==> config.mk <==
export PLATFORM = sky130hd
export DESIGN_NAME = fifo_wr_arbiter_flat
export DESIGN_NICKNAME = d
export VERILOG_FILES = /design/src/rtl/fifo_wr_arbiter_if.sv /design/src/rtl/fifo_wr_arbiter.sv /design/src/flat_wrapper.sv
export SDC_FILE = /design/constraint.sdc
export NUM_CORES = 1
export LEC_CHECK = 0
export BUFFER_PORTS_ARGS = -buffer_cell sky130_fd_sc_hd__buf_2
export CELL_PAD_IN_SITES_DETAIL_PLACEMENT = 0
export CELL_PAD_IN_SITES_GLOBAL_PLACEMENT = 1
export CORE_MARGIN = 3
export CORE_UTILIZATION = 30
export DETAILED_ROUTE_END_ITERATION = 8
export GPL_ROUTABILITY_DRIVEN = 0
export HOLD_SLACK_MARGIN = 0.15
export PLACE_DENSITY_LB_ADDON = 0.1
export SLEW_MARGIN = 40
export SYNTH_ARGS = -nofsm -noshare
export SYNTH_HDL_FRONTEND = slang
export SYNTH_SLANG_ARGS = --single-unit
==> constraint.sdc <==
create_clock -name clk -period 3.75 [get_ports clk]
set_input_delay 0 -clock clk [delete_from_list [all_inputs] [get_ports clk]]
set_output_delay 0 -clock clk [all_outputs]
set_load 0.02 [all_outputs]
==> src/rtl/fifo_wr_arbiter_if.sv <==
// Producer-side and FIFO-side signals of the shared FIFO write port.
// master = arbiter, slave = producers plus FIFO.
interface fifo_wr_arbiter_if #(
  parameter int N_REQ      = 4,
  parameter int DATA_WIDTH = 16
);
  logic                          en;
  logic [N_REQ-1:0]              req;
  logic [N_REQ*DATA_WIDTH-1:0]   req_data;
  logic [N_REQ-1:0]              gnt;
  logic [N_REQ-1:0]              done;
  logic [N_REQ-1:0]              err;
  logic                          fifo_wr_en;
  logic [DATA_WIDTH-1:0]         fifo_data_in;
  logic                          fifo_full;
  logic                          fifo_almostfull;
  logic                          fifo_wr_ack;
  logic                          fifo_overflow;
  logic                          busy;
  logic [1:0]                    arb_state;

  modport master (
    input  en, req, req_data, fifo_full, fifo_almostfull, fifo_wr_ack, fifo_overflow,
    output gnt, done, err, fifo_wr_en, fifo_data_in, busy, arb_state
  );

  modport slave (
    output en, req, req_data, fifo_full, fifo_almostfull, fifo_wr_ack, fifo_overflow,
    input  gnt, done, err, fifo_wr_en, fifo_data_in, busy, arb_state
  );
endinterface

==> src/rtl/fifo_wr_arbiter.sv <==
// Round-robin write arbiter sharing one FIFO write port among N_REQ producers.
// Optional macro FIFO_ARB_HIPRI_EN: requester 0 becomes strict high priority.
//
// state    | meaning
// ---------+-----------------------------------------------------
// ST_IDLE  | no pending request or arbitration disabled
// ST_RUN   | a grant was issued last cycle
// ST_STALL | requests pending but blocked by FIFO flags
module fifo_wr_arbiter #(
  parameter int N_REQ      = 4,
  parameter int DATA_WIDTH = 16,
  parameter int ID_W       = $clog2(N_REQ)
) (
  input  logic              clk,
  input  logic              rst_n,
  fifo_wr_arbiter_if.master bus
);

  typedef enum logic [1:0] {
    ST_IDLE  = 2'b00,
    ST_RUN   = 2'b01,
    ST_STALL = 2'b10
  } state_e;

  state_e                state_q, state_d;
  logic                  fifo_wr_en_q, fifo_wr_en_d;
  logic [DATA_WIDTH-1:0] fifo_data_in_q, fifo_data_in_d;
  logic [ID_W-1:0]       rr_ptr_q, rr_ptr_d;
  logic [ID_W-1:0]       cur_id_q, cur_id_d;
  logic                  trk_vld_q, trk_vld_d;
  logic [ID_W-1:0]       trk_id_q, trk_id_d;

  logic                  issue;
  logic                  found;
  logic [ID_W-1:0]       sel;
  logic [DATA_WIDTH-1:0] sel_data;
  int                    idx;

  // Blocking a write while the previous one sits on the port and the FIFO has one slot left.
  assign issue = rst_n && bus.en && (|bus.req) && !bus.fifo_full
                 && !(bus.fifo_almostfull && fifo_wr_en_q);

  always_comb begin
    sel   = '0;
    found = 1'b0;
    idx   = 0;
`ifdef FIFO_ARB_HIPRI_EN
    if (bus.req[0]) begin
      found = 1'b1;
    end
`endif
    for (int i = 0; i < N_REQ; i++) begin
      idx = int'(rr_ptr_q) + i;
      if (idx >= N_REQ) idx = idx - N_REQ;
      if (!found && bus.req[idx]) begin
        sel   = ID_W'(idx);
        found = 1'b1;
      end
    end
  end

  always_comb begin
    sel_data = '0;
    bus.gnt  = '0;
    for (int i = 0; i < N_REQ; i++) begin
      if (sel == ID_W'(i)) begin
        sel_data   = bus.req_data[i*DATA_WIDTH +: DATA_WIDTH];
        bus.gnt[i] = issue;
      end
    end
  end

  always_comb begin
    fifo_wr_en_d   = issue;
    fifo_data_in_d = fifo_data_in_q;
    cur_id_d       = cur_id_q;
    rr_ptr_d       = rr_ptr_q;
    trk_vld_d      = fifo_wr_en_q;
    trk_id_d       = cur_id_q;
    if (issue) begin
      fifo_data_in_d = sel_data;
      cur_id_d       = sel;
      rr_ptr_d       = (sel == ID_W'(N_REQ - 1)) ? '0 : sel + 1'b1;
`ifdef FIFO_ARB_HIPRI_EN
      if (sel == '0) rr_ptr_d = rr_ptr_q;
`endif
    end
  end

  always_comb begin
    state_d = ST_IDLE;
    if (issue) begin
      state_d = ST_RUN;
    end else if (bus.en && (|bus.req)) begin
      state_d = ST_STALL;
    end
  end

  always_comb begin
    bus.done = '0;
    bus.err  = '0;
    for (int i = 0; i < N_REQ; i++) begin
      if (trk_id_q == ID_W'(i)) begin
        bus.done[i] = trk_vld_q && bus.fifo_wr_ack;
        bus.err[i]  = trk_vld_q && (bus.fifo_overflow || !bus.fifo_wr_ack);
      end
    end
  end

  always_ff @(posedge clk) begin
    if (!rst_n) begin
      state_q        <= ST_IDLE;
      fifo_wr_en_q   <= 1'b0;
      fifo_data_in_q <= '0;
      rr_ptr_q       <= '0;
      cur_id_q       <= '0;
      trk_vld_q      <= 1'b0;
      trk_id_q       <= '0;
    end else begin
      state_q        <= state_d;
      fifo_wr_en_q   <= fifo_wr_en_d;
      fifo_data_in_q <= fifo_data_in_d;
      rr_ptr_q       <= rr_ptr_d;
      cur_id_q       <= cur_id_d;
      trk_vld_q      <= trk_vld_d;
      trk_id_q       <= trk_id_d;
    end
  end

  assign bus.fifo_wr_en   = fifo_wr_en_q;
  assign bus.fifo_data_in = fifo_data_in_q;
  assign bus.busy         = fifo_wr_en_q || trk_vld_q;
  assign bus.arb_state    = state_q;

endmodule

==> src/flat_wrapper.sv <==
// flat-port wrapper written by rule: the top's interface ports become plain ports
module fifo_wr_arbiter_flat 
#(
  parameter int N_REQ      = 4,
  parameter int DATA_WIDTH = 16,
  parameter int ID_W       = $clog2(N_REQ)
)
  (clk, rst_n, bus_en, bus_req, bus_req_data, bus_fifo_full, bus_fifo_almostfull, bus_fifo_wr_ack, bus_fifo_overflow, bus_gnt, bus_done, bus_err, bus_fifo_wr_en, bus_fifo_data_in, bus_busy, bus_arb_state);
  fifo_wr_arbiter_if #(.N_REQ(N_REQ), .DATA_WIDTH(DATA_WIDTH)) bus_i ();
  input  logic clk;
  input  logic rst_n;
  input wire logic [$bits(bus_i.en)-1:0] bus_en;
  input wire logic [$bits(bus_i.req)-1:0] bus_req;
  input wire logic [$bits(bus_i.req_data)-1:0] bus_req_data;
  input wire logic [$bits(bus_i.fifo_full)-1:0] bus_fifo_full;
  input wire logic [$bits(bus_i.fifo_almostfull)-1:0] bus_fifo_almostfull;
  input wire logic [$bits(bus_i.fifo_wr_ack)-1:0] bus_fifo_wr_ack;
  input wire logic [$bits(bus_i.fifo_overflow)-1:0] bus_fifo_overflow;
  output wire logic [$bits(bus_i.gnt)-1:0] bus_gnt;
  output wire logic [$bits(bus_i.done)-1:0] bus_done;
  output wire logic [$bits(bus_i.err)-1:0] bus_err;
  output wire logic [$bits(bus_i.fifo_wr_en)-1:0] bus_fifo_wr_en;
  output wire logic [$bits(bus_i.fifo_data_in)-1:0] bus_fifo_data_in;
  output wire logic [$bits(bus_i.busy)-1:0] bus_busy;
  output wire logic [$bits(bus_i.arb_state)-1:0] bus_arb_state;
  assign bus_i.en = bus_en;
  assign bus_i.req = bus_req;
  assign bus_i.req_data = bus_req_data;
  assign bus_i.fifo_full = bus_fifo_full;
  assign bus_i.fifo_almostfull = bus_fifo_almostfull;
  assign bus_i.fifo_wr_ack = bus_fifo_wr_ack;
  assign bus_i.fifo_overflow = bus_fifo_overflow;
  assign bus_gnt = bus_i.gnt;
  assign bus_done = bus_i.done;
  assign bus_err = bus_i.err;
  assign bus_fifo_wr_en = bus_i.fifo_wr_en;
  assign bus_fifo_data_in = bus_i.fifo_data_in;
  assign bus_busy = bus_i.busy;
  assign bus_arb_state = bus_i.arb_state;
  fifo_wr_arbiter #(.N_REQ(N_REQ), .DATA_WIDTH(DATA_WIDTH), .ID_W(ID_W)) u_core (.clk(clk), .rst_n(rst_n), .bus(bus_i));
endmodule
### Word level (Yosys, flattened, before mapping)

Cells that the tools add are included.

* flip-flop bits (word level): 26
* input bits: 75

* $add $sub $neg: 8
* magnitude comparators: 8
* eq/ne operators: 6
* multiplexer cells: 42
* bitwise logic cells: 1
* reduce and logical (&&, ||, !) cells: 23

Operators with widths (number)
* less-than comparator 32 x 4 -> 1 bit (second input constant): 4
* two-way mux 32 bit: 4
* >= comparator 32 x 4 -> 1 bit (second input constant): 3
* subtractor 32 x 4 -> 32 bit (second input constant): 3
* two-way mux 16 bit: 4
* two-way mux 1 bit: 24
* two-way mux 2 bit: 6
* logical AND 1 bit: 11
* binary-select mux 1 bit (select 2 bit): 4
* == test 2 bit (second input constant): 4
* adder 2 x 2 -> 3 bit (second input constant): 2
* zero test 1 bit: 6
* == test 2 x 1 -> 1 bit (second input constant): 2
* zero test 2 bit: 2
* OR reduction 4 bit: 1
* subtractor 2 x 3 -> 4 bit (second input constant): 1
* adder 2 x 1 -> 3 bit (second input constant): 1
* >= comparator 2 x 3 -> 1 bit (second input constant): 1
* adder 2 x 1 -> 2 bit (second input constant): 1
* logical OR 1 bit: 2
* OR reduction 2 bit: 1
* NOT 1 bit: 1

### Logic depth before layout (Yosys ltp)

Gate-level depths: netlist (run 1).

* depth after elaboration: 20
* mapped depth: 11
* gate-level depth less buffers: 9

### Least setup slack after synthesis (run 1)

OpenSTA, ideal clock, no wires.

* path kind: register -> register
* start: register u_core.rr_ptr_q[1]
* end: register u_core.fifo_data_in_q[10], in the netlist u_core.bus.fifo_data_in[10]
* library setup time: 128 ps
* arrival: 2103 ps
* required time: 3622 ps
* path slack: 1519 ps
* stages on the path, launching flop included: 12
* buffers on the path: 2
* cells stage by stage: dfxtp_1 mux2i_1 nor2_1 nor3_1 inv_1 ha_1 clkbuf_1 clkbuf_1 a21oi_1 o21ai_0 a221oi_1 a21oi_2

* word-level cells in the longest chain between the ends: 20

RTL lines
* start, declared: line fifo_wr_arbiter.sv:28 `logic [ID_W-1:0] rr_ptr_q, rr_ptr_d;`
* start signal, assigned: line fifo_wr_arbiter.sv:123 `rr_ptr_q <= rr_ptr_d;`
* branches (longest 14 deep; another with subtractor 32 x 4 -> 32 bit)
* two-way mux 2 bit *: line fifo_wr_arbiter.sv:55 `if (!found && bus.req[idx]) begin`
* net u_core.sel[0]: line fifo_wr_arbiter.sv:35 `logic [ID_W-1:0] sel;`
* zero test 2 bit: line fifo_wr_arbiter.sv:66 `if (sel == ID_W'(i)) begin`
* two-way mux 16 bit (3 in a row): line fifo_wr_arbiter.sv:66
* two-way mux 16 bit *: line fifo_wr_arbiter.sv:66
* end signal, assigned: line fifo_wr_arbiter.sv:122 `fifo_data_in_q <= fifo_data_in_d;`
* end, declared: line fifo_wr_arbiter.sv:27 `logic [DATA_WIDTH-1:0] fifo_data_in_q, fifo_data_in_d;`

Mark *: on every way through the listed nets, which the timed path passes. The select of a mux whose other input is x is not followed.
A chain may end at the register's enable or synchronous reset.

### Worst setup path in the final report (run 1)

* start: register u_core.rr_ptr_q[1]
* end: register u_core.fifo_data_in_q[2], in the netlist u_core.bus.fifo_data_in[2]

The elaborated chain is that of the path after synthesis.

==> results of run 1 <==
## final timing paths
check / start / end / slack (ps) / depth (start not counted)
worst min register to register: u_core.cur_id_q[1] / u_core.trk_id_q[1] / 460 / 1
worst max register to register: u_core.rr_ptr_q[1] / u_core.bus.fifo_data_in[2] / 460 / 11
worst min-delay path: bus_req_data[20] / u_core.bus.fifo_data_in[4] / 140 / 5
worst max-delay path: u_core.rr_ptr_q[1] / u_core.bus.fifo_data_in[2] / 460 / 11
## report_power, final
| group | internal [uW] | total (uW) | switching, uW |
|---|---|---|---|
| registers | 285 | 296 | 10.7 |
| logic | 112 | 258 | 146 |
| clock network | 75.3 | 162 | 86.4 |
## state kept, by name (all words and copies together), names as in the netlist
name,cells
u_core.bus.fifo_data_in,16
u_core.bus.arb_state,2
u_core.cur_id_q,2
u_core.rr_ptr_q,2
u_core.trk_id_q,2
u_core.trk_vld_q,1
## synth_stat cells, drive strengths merged
| master | number |
|---|---|
| o21a | 1 |
| ha | 4 |
| clkbuf | 10 |
| or2 | 1 |
| mux2i | 1 |
| nor2 | 9 |
| dfxtp | 25 |
| nor3 | 3 |
| inv | 21 |
| nand3 | 3 |
| or4 | 1 |
| o22ai | 1 |
| nand4 | 1 |
| nand2b | 4 |
| a221oi | 16 |
| nand2 | 37 |
| nor2b | 1 |
| and2 | 7 |
| a21oi | 52 |
| buf | 10 |
| o21ai | 20 |
## layer usage
metal  global-route usage, %  vias up  wire, um
met5                       0        -         0
met4                    4.90        0       106
met3                    4.82        8       402
met2                    32.0       62      2690
met1                    17.2      870      2120
li1                        -     1019         -
## layout make-up
class	count	area, um^2	share of cell area (%)
antenna	1	2.50	0.102
clock buffer	3	41.3	1.68
timing repair buffer	133	793	32.2
multi-input combinational	162	951	38.6
inverter	21	78.8	3.20
clock inverter	1	7.51	0.305
sequential	25	500	20.3
tap	70	87.6	3.56
## critical path, cell delays in order, from the launching register on
cell and delay, ps:
dfxtp_1 430, mux2i_1 210, nor2_1 50, nor3_1 390
inv_1 150, ha_1 500, buf_4 310, a21oi_1 110
o21ai_0 80, a221oi_1 270, dlygate4sd3_1 620, a21oi_2 30
## cells by family (layout without fill, tap and decap cells)
| group | count (synthesis) | count (layout) | share of synthesized area, % |
|---|---|---|---|
| buf+inv | 41 | 158 | 11.9 |
| other cells | 0 | 1 | 0 |
| flops | 25 | 25 | 30.4 |
| compound gates | 90 | 90 | 34.9 |
| simple gates | 67 | 67 | 19.2 |
| mux | 1 | 1 | 0.607 |
| fa+ha+maj | 4 | 4 | 3.04 |
## stage by stage
step	hold WS, ps	setup WS, ps	cell area, um^2	cells	util [%]
3_3_place_gp	262	1080	2170	387	41.7
4_1_cts	153	482	2460	415	47.3
3_5_place_dp	271	1020	2170	387	41.7
6_report	145	461	2460	416	47.3
2_1_floorplan	145	1520	1650	228	-
5_1_grt	164	126	2460	416	47.3
==> results.cfg, run 1 <==
[drt]
drtAntennaViolNets = 0
firstDrtPassIters = 4
drcViolationCount = 0
dr_total_vias = 1959
totalWireLength_um = 5320
drt-initial-drc-count = 47
via_per_inst = 4.71
drt-wirelength-per-cell_um = 12.8

[cells_and_area]
layout-drive-gt1-share_pct = 38.3
final_cell_mix = buf_2 (106), nand2_1 (37), a21oi_1 (36)
nets = 425
synthToLayoutAreaGrowth_pct = 49.4
final_common_cell = buf_2
fillCellCount = 562

[sta]
tightest_slew_ps = 789
slew_headroom_pct = 47.4
min_period_over_period_pct = 87.7
tns_ps = 0
slew_viol_final = 0
fmax_mhz = 304
fin_skew_ps = 1.65
hold_viol = 0
setup_violations = 0
rsz0062_at_grt = no
min_period_ps = 3290

[grt]
grt_max_degree = 42
grt_pass1_vias = 1943
antenna_found_initial = 1
gr-usage-all-layers_pct = 16.7
grt_pass1_wl_um = 8470
overflow = 0

[yosys]
syn-num-nets = 307
netlist_instances = 228
synth_area_per_cell_um2 = 7.23
synth_top_area_cell = dfxtp_1
synth_top_area_share_pct = 30.4
ys_seq_area_share_pct = 30.4
ys_ff_latch = 25
synthTopCellsByArea = dfxtp_1 (30%), a21oi_1 (11%), a21oi_2 (8.5%), a221oi_1 (8.5%), nand2_1 (8.4%)
synth_warnings = 0
synth_cell_type_count = 26
syn_area_um2 = 1650

[floorplanning]
fp.dieH_um = 80.1
io_pins = 107
dieWidth_um = 80.1
coreArea_um2 = 5200
start_util_pct = 31.7
dieArea_um2 = 6420
num_rows = 26

[clocking]
cts_buffers = 3
clk_path_buf_depth = 2
cts_tree = done
clkLatencyLatePin_ps = 270
cts.sinks = 25
postCtsHoldBufs = 24
cts_setup_buffers = 0
post_cts_resized = 0
h-tree-depth = 1
path_clk_slew_ps = 90
root_buffer = clkbuf_8

[power]
power.total_uw = 715
ir_drop_mv = 0.195
p_per_area_nw_per_um2 = 291
p_leak_uw = 0.00121

[place]
port_buffers = 106
dpl.hpwl_um = 3960

[setup_path]
crit_path_end_kind = flip-flop
worstPathArrival_ps = 3430
crit_type = reg2reg
crit_fanout = 22
start_kind = flip-flop
cp.required_ps = 3890

[run_status]
status = finished, final reports clean

[hold_path]
hold_class = in2reg

[flow_run]
maxCapViolCount = 0
Power figures use the tool's default switching activity.
==> inputs of run 2 (changes only) <==
--- a/config.mk
+++ b/config.mk
@@ -9,7 +9,8 @@
 export CELL_PAD_IN_SITES_DETAIL_PLACEMENT = 0
 export CELL_PAD_IN_SITES_GLOBAL_PLACEMENT = 1
 export CORE_MARGIN = 3
-export CORE_UTILIZATION = 30
+export CORE_UTILIZATION = 25
+export CTS_CLUSTER_DIAMETER = 200
 export DETAILED_ROUTE_END_ITERATION = 8
 export GPL_ROUTABILITY_DRIVEN = 0
 export HOLD_SLACK_MARGIN = 0.15
==> constraint.sdc (replaced) <==
create_clock -name clk -period 2.8 [get_ports clk]
set_input_delay 0 -clock clk [delete_from_list [all_inputs] [get_ports clk]]
set_output_delay 0 -clock clk [all_outputs]
set_load 0.02 [all_outputs]
==> results.cfg, run 2 (synthesis results as in run 1) <==
[hold_path]
hold_class = in2reg

[sta]
holdWs_ps = 152
hold_viol = 0
slew_viol_final = 0
tns_ps = 0
tightest_slew_ps = 516
setup_violations = 0
rsz0062_at_grt = no
min_period_over_period_pct = 92.0
fmax_mhz = 388
fin_skew_ps = 6.08
min_period_ps = 2580
slew_headroom_pct = 65.6

[drt]
via_per_inst = 4.73
firstDrtPassIters = 4
totalWireLength_um = 5610
drtAntennaViolNets = 0
drcViolationCount = 0
drt-initial-drc-count = 68
dr_total_vias = 1998
drt-wirelength-per-cell_um = 13.3

[power]
ir_drop_mv = 0.164
clkPwrFrac_pct = 22.7
p_leak_uw = 0.00123
p_sw_uw = 344
p_seq_share_pct = 40.0
p_per_area_nw_per_um2 = 391
intPower_uw = 650
comb_power_share_pct = 37.2
sw_frac_of_total_pct = 34.6
power.total_uw = 994

[cells_and_area]
synthToLayoutAreaGrowth_pct = 54.1
largest_reg_flops = 16
layout-drive-gt1-share_pct = 40.1
post-route-util_pct = 41.2
fillCellCount = 685
diodes = 0
postLayoutCellArea_um2 = 2540
final_common_cell = buf_2
final_cell_mix = buf_2 (106), nand2_1 (37), a21oi_1 (36)
nets = 427

[setup_path]
crit_type = reg2reg
start_kind = flip-flop
crit_fanout = 33
worstPathArrival_ps = 2740
cp.required_ps = 2970
crit_path_end_kind = flip-flop

[grt]
grt_pass1_wl_um = 8870
overflow = 0
grt_max_degree = 42
grt_pass1_vias = 1926
gr-usage-all-layers_pct = 14.6
antenna_found_initial = 0

[clocking]
clk_path_buf_depth = 2
h-tree-depth = 1
cts_tree = done
path_clk_slew_ps = 100
cts_setup_buffers = 0
cts_buffers = 3
clkLatencyLatePin_ps = 270
cts.sinks = 25
root_buffer = clkbuf_8

[place]
dpl.hpwl_um = 4060
placed_area_um2 = 2230
port_buffers = 106

[floorplanning]
fp.dieH_um = 87.2
coreArea_um2 = 6170
dieArea_um2 = 7600
num_rows = 28
start_util_pct = 26.7
io_pins = 107
dieWidth_um = 87.2

[run_status]
status = finished, final reports clean

[flow_run]
maxCapViolCount = 0
run 2: timing repair:
| action | CTS | global route |
|---|---|---|
| hold buffers | 23 | 1 |
| gates resized for setup | 0 | 5 |
| endpoints found under the setup margin | 0 | 1 |
| hold endpoints to repair | 17 | 1 |
run 2: cell type report:
class	count	area, um^2	area share, %
multi-input cells	162	971	38.2
repair buffers	135	846	33.3
flip-flops and latches	25	502	19.8
well taps	75	93.8	3.69
inverters	21	78.8	3.10
clock buffers	3	41.3	1.63
clock inverters	1	7.51	0.296
run 2: final timing paths:
kind,startpoint,end,slack [ps],cells after the start
worst min register to register,u_core.cur_id_q[1],u_core.trk_id_q[1],470,1
worst max register to register,u_core.rr_ptr_q[1],u_core.bus.fifo_data_in[9],220,11
worst min-delay path,bus_req_data[27],u_core.bus.fifo_data_in[11],150,5
worst max-delay path,u_core.rr_ptr_q[1],u_core.bus.fifo_data_in[9],220,11
run 2: critical path, stage by stage (launching register included):
cell	delay [ps]
dfxtp_2	390
a21oi_1	80
o21a_1	170
o22ai_2	210
inv_1	90
ha_1	220
buf_12	170
a21oi_1	120
o21ai_0	110
a221oi_2	270
a21oi_2	40
dlygate4sd3_1	570
run 2: layer usage:
metal	wire length (um)	up-vias	track usage, %
li1	-	1025	-
met1	2400	904	16.8
met2	2790	64	27.3
met3	388	5	3.50
met4	34	0	2.51
met5	0	-	0
run 2: power by group through the flow:
stage	combinational, uW	sequential [uW]	clock (uW)
2_1_floorplan	182	431	0
3_3_place_gp	341	406	0
3_5_place_dp	343	406	0
4_1_cts	370	398	237
5_1_grt	416	402	250
6_report	370	398	226
run 2: metrics by stage:
stage	setup WS (ps)	std cells
finish	224	422
global route	34.2	422
detailed placement	451	394
floorplan	569	228
global placement	507	394
CTS	19.6	421
==> inputs of run 3 (changes only) <==
--- a/config.mk
+++ b/config.mk
@@ -14,7 +14,8 @@
 export DETAILED_ROUTE_END_ITERATION = 8
 export GPL_ROUTABILITY_DRIVEN = 0
 export HOLD_SLACK_MARGIN = 0.15
-export PLACE_DENSITY_LB_ADDON = 0.1
+export PLACE_DENSITY = 0.78
+export REMOVE_ABC_BUFFERS = 1
 export SLEW_MARGIN = 40
 export SYNTH_ARGS = -nofsm -noshare
 export SYNTH_HDL_FRONTEND = slang
==> results.cfg, run 3 (synthesis results as in run 1) <==
[drt]
drt-initial-drc-count = 61
drtAntennaViolNets = 0
totalWireLength_um = 5460
drt-wirelength-per-cell_um = 12.6
firstDrtPassIters = 4
via_per_inst = 4.55
dr_total_vias = 1966
drcViolationCount = 0

[cells_and_area]
diodes = 0
synthToLayoutAreaGrowth_pct = 57.2
post-route-util_pct = 42.0
final_common_cell = buf_2
nets = 437
largest_reg_flops = 16
layout-drive-gt1-share_pct = 38.1
regArea_um2 = 500
postLayoutCellArea_um2 = 2590
stdcell_count = 432
multi_input_area_um2 = 956
final_cell_mix = buf_2 (106), nand2_1 (37), a21oi_1 (36)
fillCellCount = 649

[place]
dpl.hpwl_um = 3890
port_buffers = 106
placed_area_um2 = 2220
post-place-cells = 396

[sta]
setup_violations = 0
min_period_over_period_pct = 84.3
rsz0062_at_grt = no
tns_ps = 0
fin_skew_ps = 7.01
hold_viol = 0
tightest_slew_ps = 683
slew_headroom_pct = 54.4
fmax_mhz = 423
slew_viol_final = 0
min_period_ps = 2360

[hold_path]
hold_depth = 5
hold_class = in2reg

[setup_path]
crit_path_end_kind = output port
cp.required_ps = 2800
crit_end = bus_gnt[0]
start_kind = flip-flop
cp_cell_sequence = a21oi_1, o21a_1, o22ai_1, ha_1, and2_1, buf_2
rr_worst_depth = 9
reg2reg_to = u_core.bus.fifo_data_in[14]
crit_fanout = 17
crit_type = reg2out
critPathSlowestCell = ha_1
worstReg2RegStart = u_core.rr_ptr_q[1]
slowest_delay_ps = 670
setup.worst_path.start = u_core.rr_ptr_q[1]
rrSetupSlack_ps = 520
worstPathArrival_ps = 2360

[floorplanning]
dieWidth_um = 87.2
start_util_pct = 26.7
dieArea_um2 = 7600
num_rows = 28
coreArea_um2 = 6170
io_pins = 107
fp.dieH_um = 87.2

[grt]
antenna_found_initial = 0
grt_pass1_vias = 1978
grt_pass1_wl_um = 8980
gr-usage-all-layers_pct = 14.7
overflow = 0
grt_max_degree = 42

[clocking]
clkLatencyLatePin_ps = 270
h-tree-depth = 1
cts.sinks = 25
path_clk_slew_ps = 100
clk_path_buf_depth = 2
cts_tree = done
cts_setup_buffers = 0
root_buffer = clkbuf_8
cts_buffers = 3

[power]
ir_drop_mv = 0.217
p_leak_uw = 0.00126
p_per_area_nw_per_um2 = 380
power.total_uw = 983

[flow_run]
maxCapViolCount = 0

[run_status]
status = finished, final reports clean
[run 3: worst max-delay path, delay by kind of cell (launching register included)]
family	cells	cell delay [ps]
buffers and inverters	1	170
adders and majority gates	1	670
AOI/OAI and AO/OA	3	580
and+or+nand+nor	1	240
DFF	1	430
[run 3: final cells by class]
class                           count  area share (%)
Clock buffer                        4            1.74
Inverter                           21            3.04
Multi-Input combinational cell    162            36.9
Sequential cell                    25            19.3
Tap cell                           75            3.62
Timing Repair Buffer              145            35.4
[run 3: timing repair]
item / CTS / global route
setup endpoints to repair: 0 / 1
gates resized for setup: 0 / 1
hold endpoints to repair: 17 / 0
hold buffers: 32 / 0
[run 3: worst min path at each step]
stage                     start                     endpoint  slack (ps)
2_1_floorplan             rst_n             u_core.trk_vld_q         130
6_report       bus_req_data[25]   u_core.bus.fifo_data_in[9]         140
3_5_place_dp      bus_fifo_full      u_core.bus.arb_state[1]         260
3_3_place_gp      bus_fifo_full      u_core.bus.arb_state[1]         260
5_1_grt        bus_req_data[30]  u_core.bus.fifo_data_in[14]         190
4_1_cts        bus_req_data[25]   u_core.bus.fifo_data_in[9]         150
[run 3: layer usage]
layer | global-route usage (%) | routed length, um
met2 | 26.9 | 2710
met3 | 3.03 | 327
met5 | 0 | 0
met1 | 17.5 | 2350
met4 | 3.49 | 69
[run 3: power by group]
part / switching (uW) / total (uW) / internal [uW] / leakage [uW]
Sequential: 14.1 / 396 / 382 / 0.000206
Clock: 120 / 222 / 102 / 0.0000228
Combinational: 199 / 365 / 166 / 0.00103
[run 3: stage by stage]
step	hold slack [ps]	setup WS, ps
global route	185	184
CTS	151	264
global placement	259	485
floorplan	127	507
finish	144	438
detailed placement	261	309
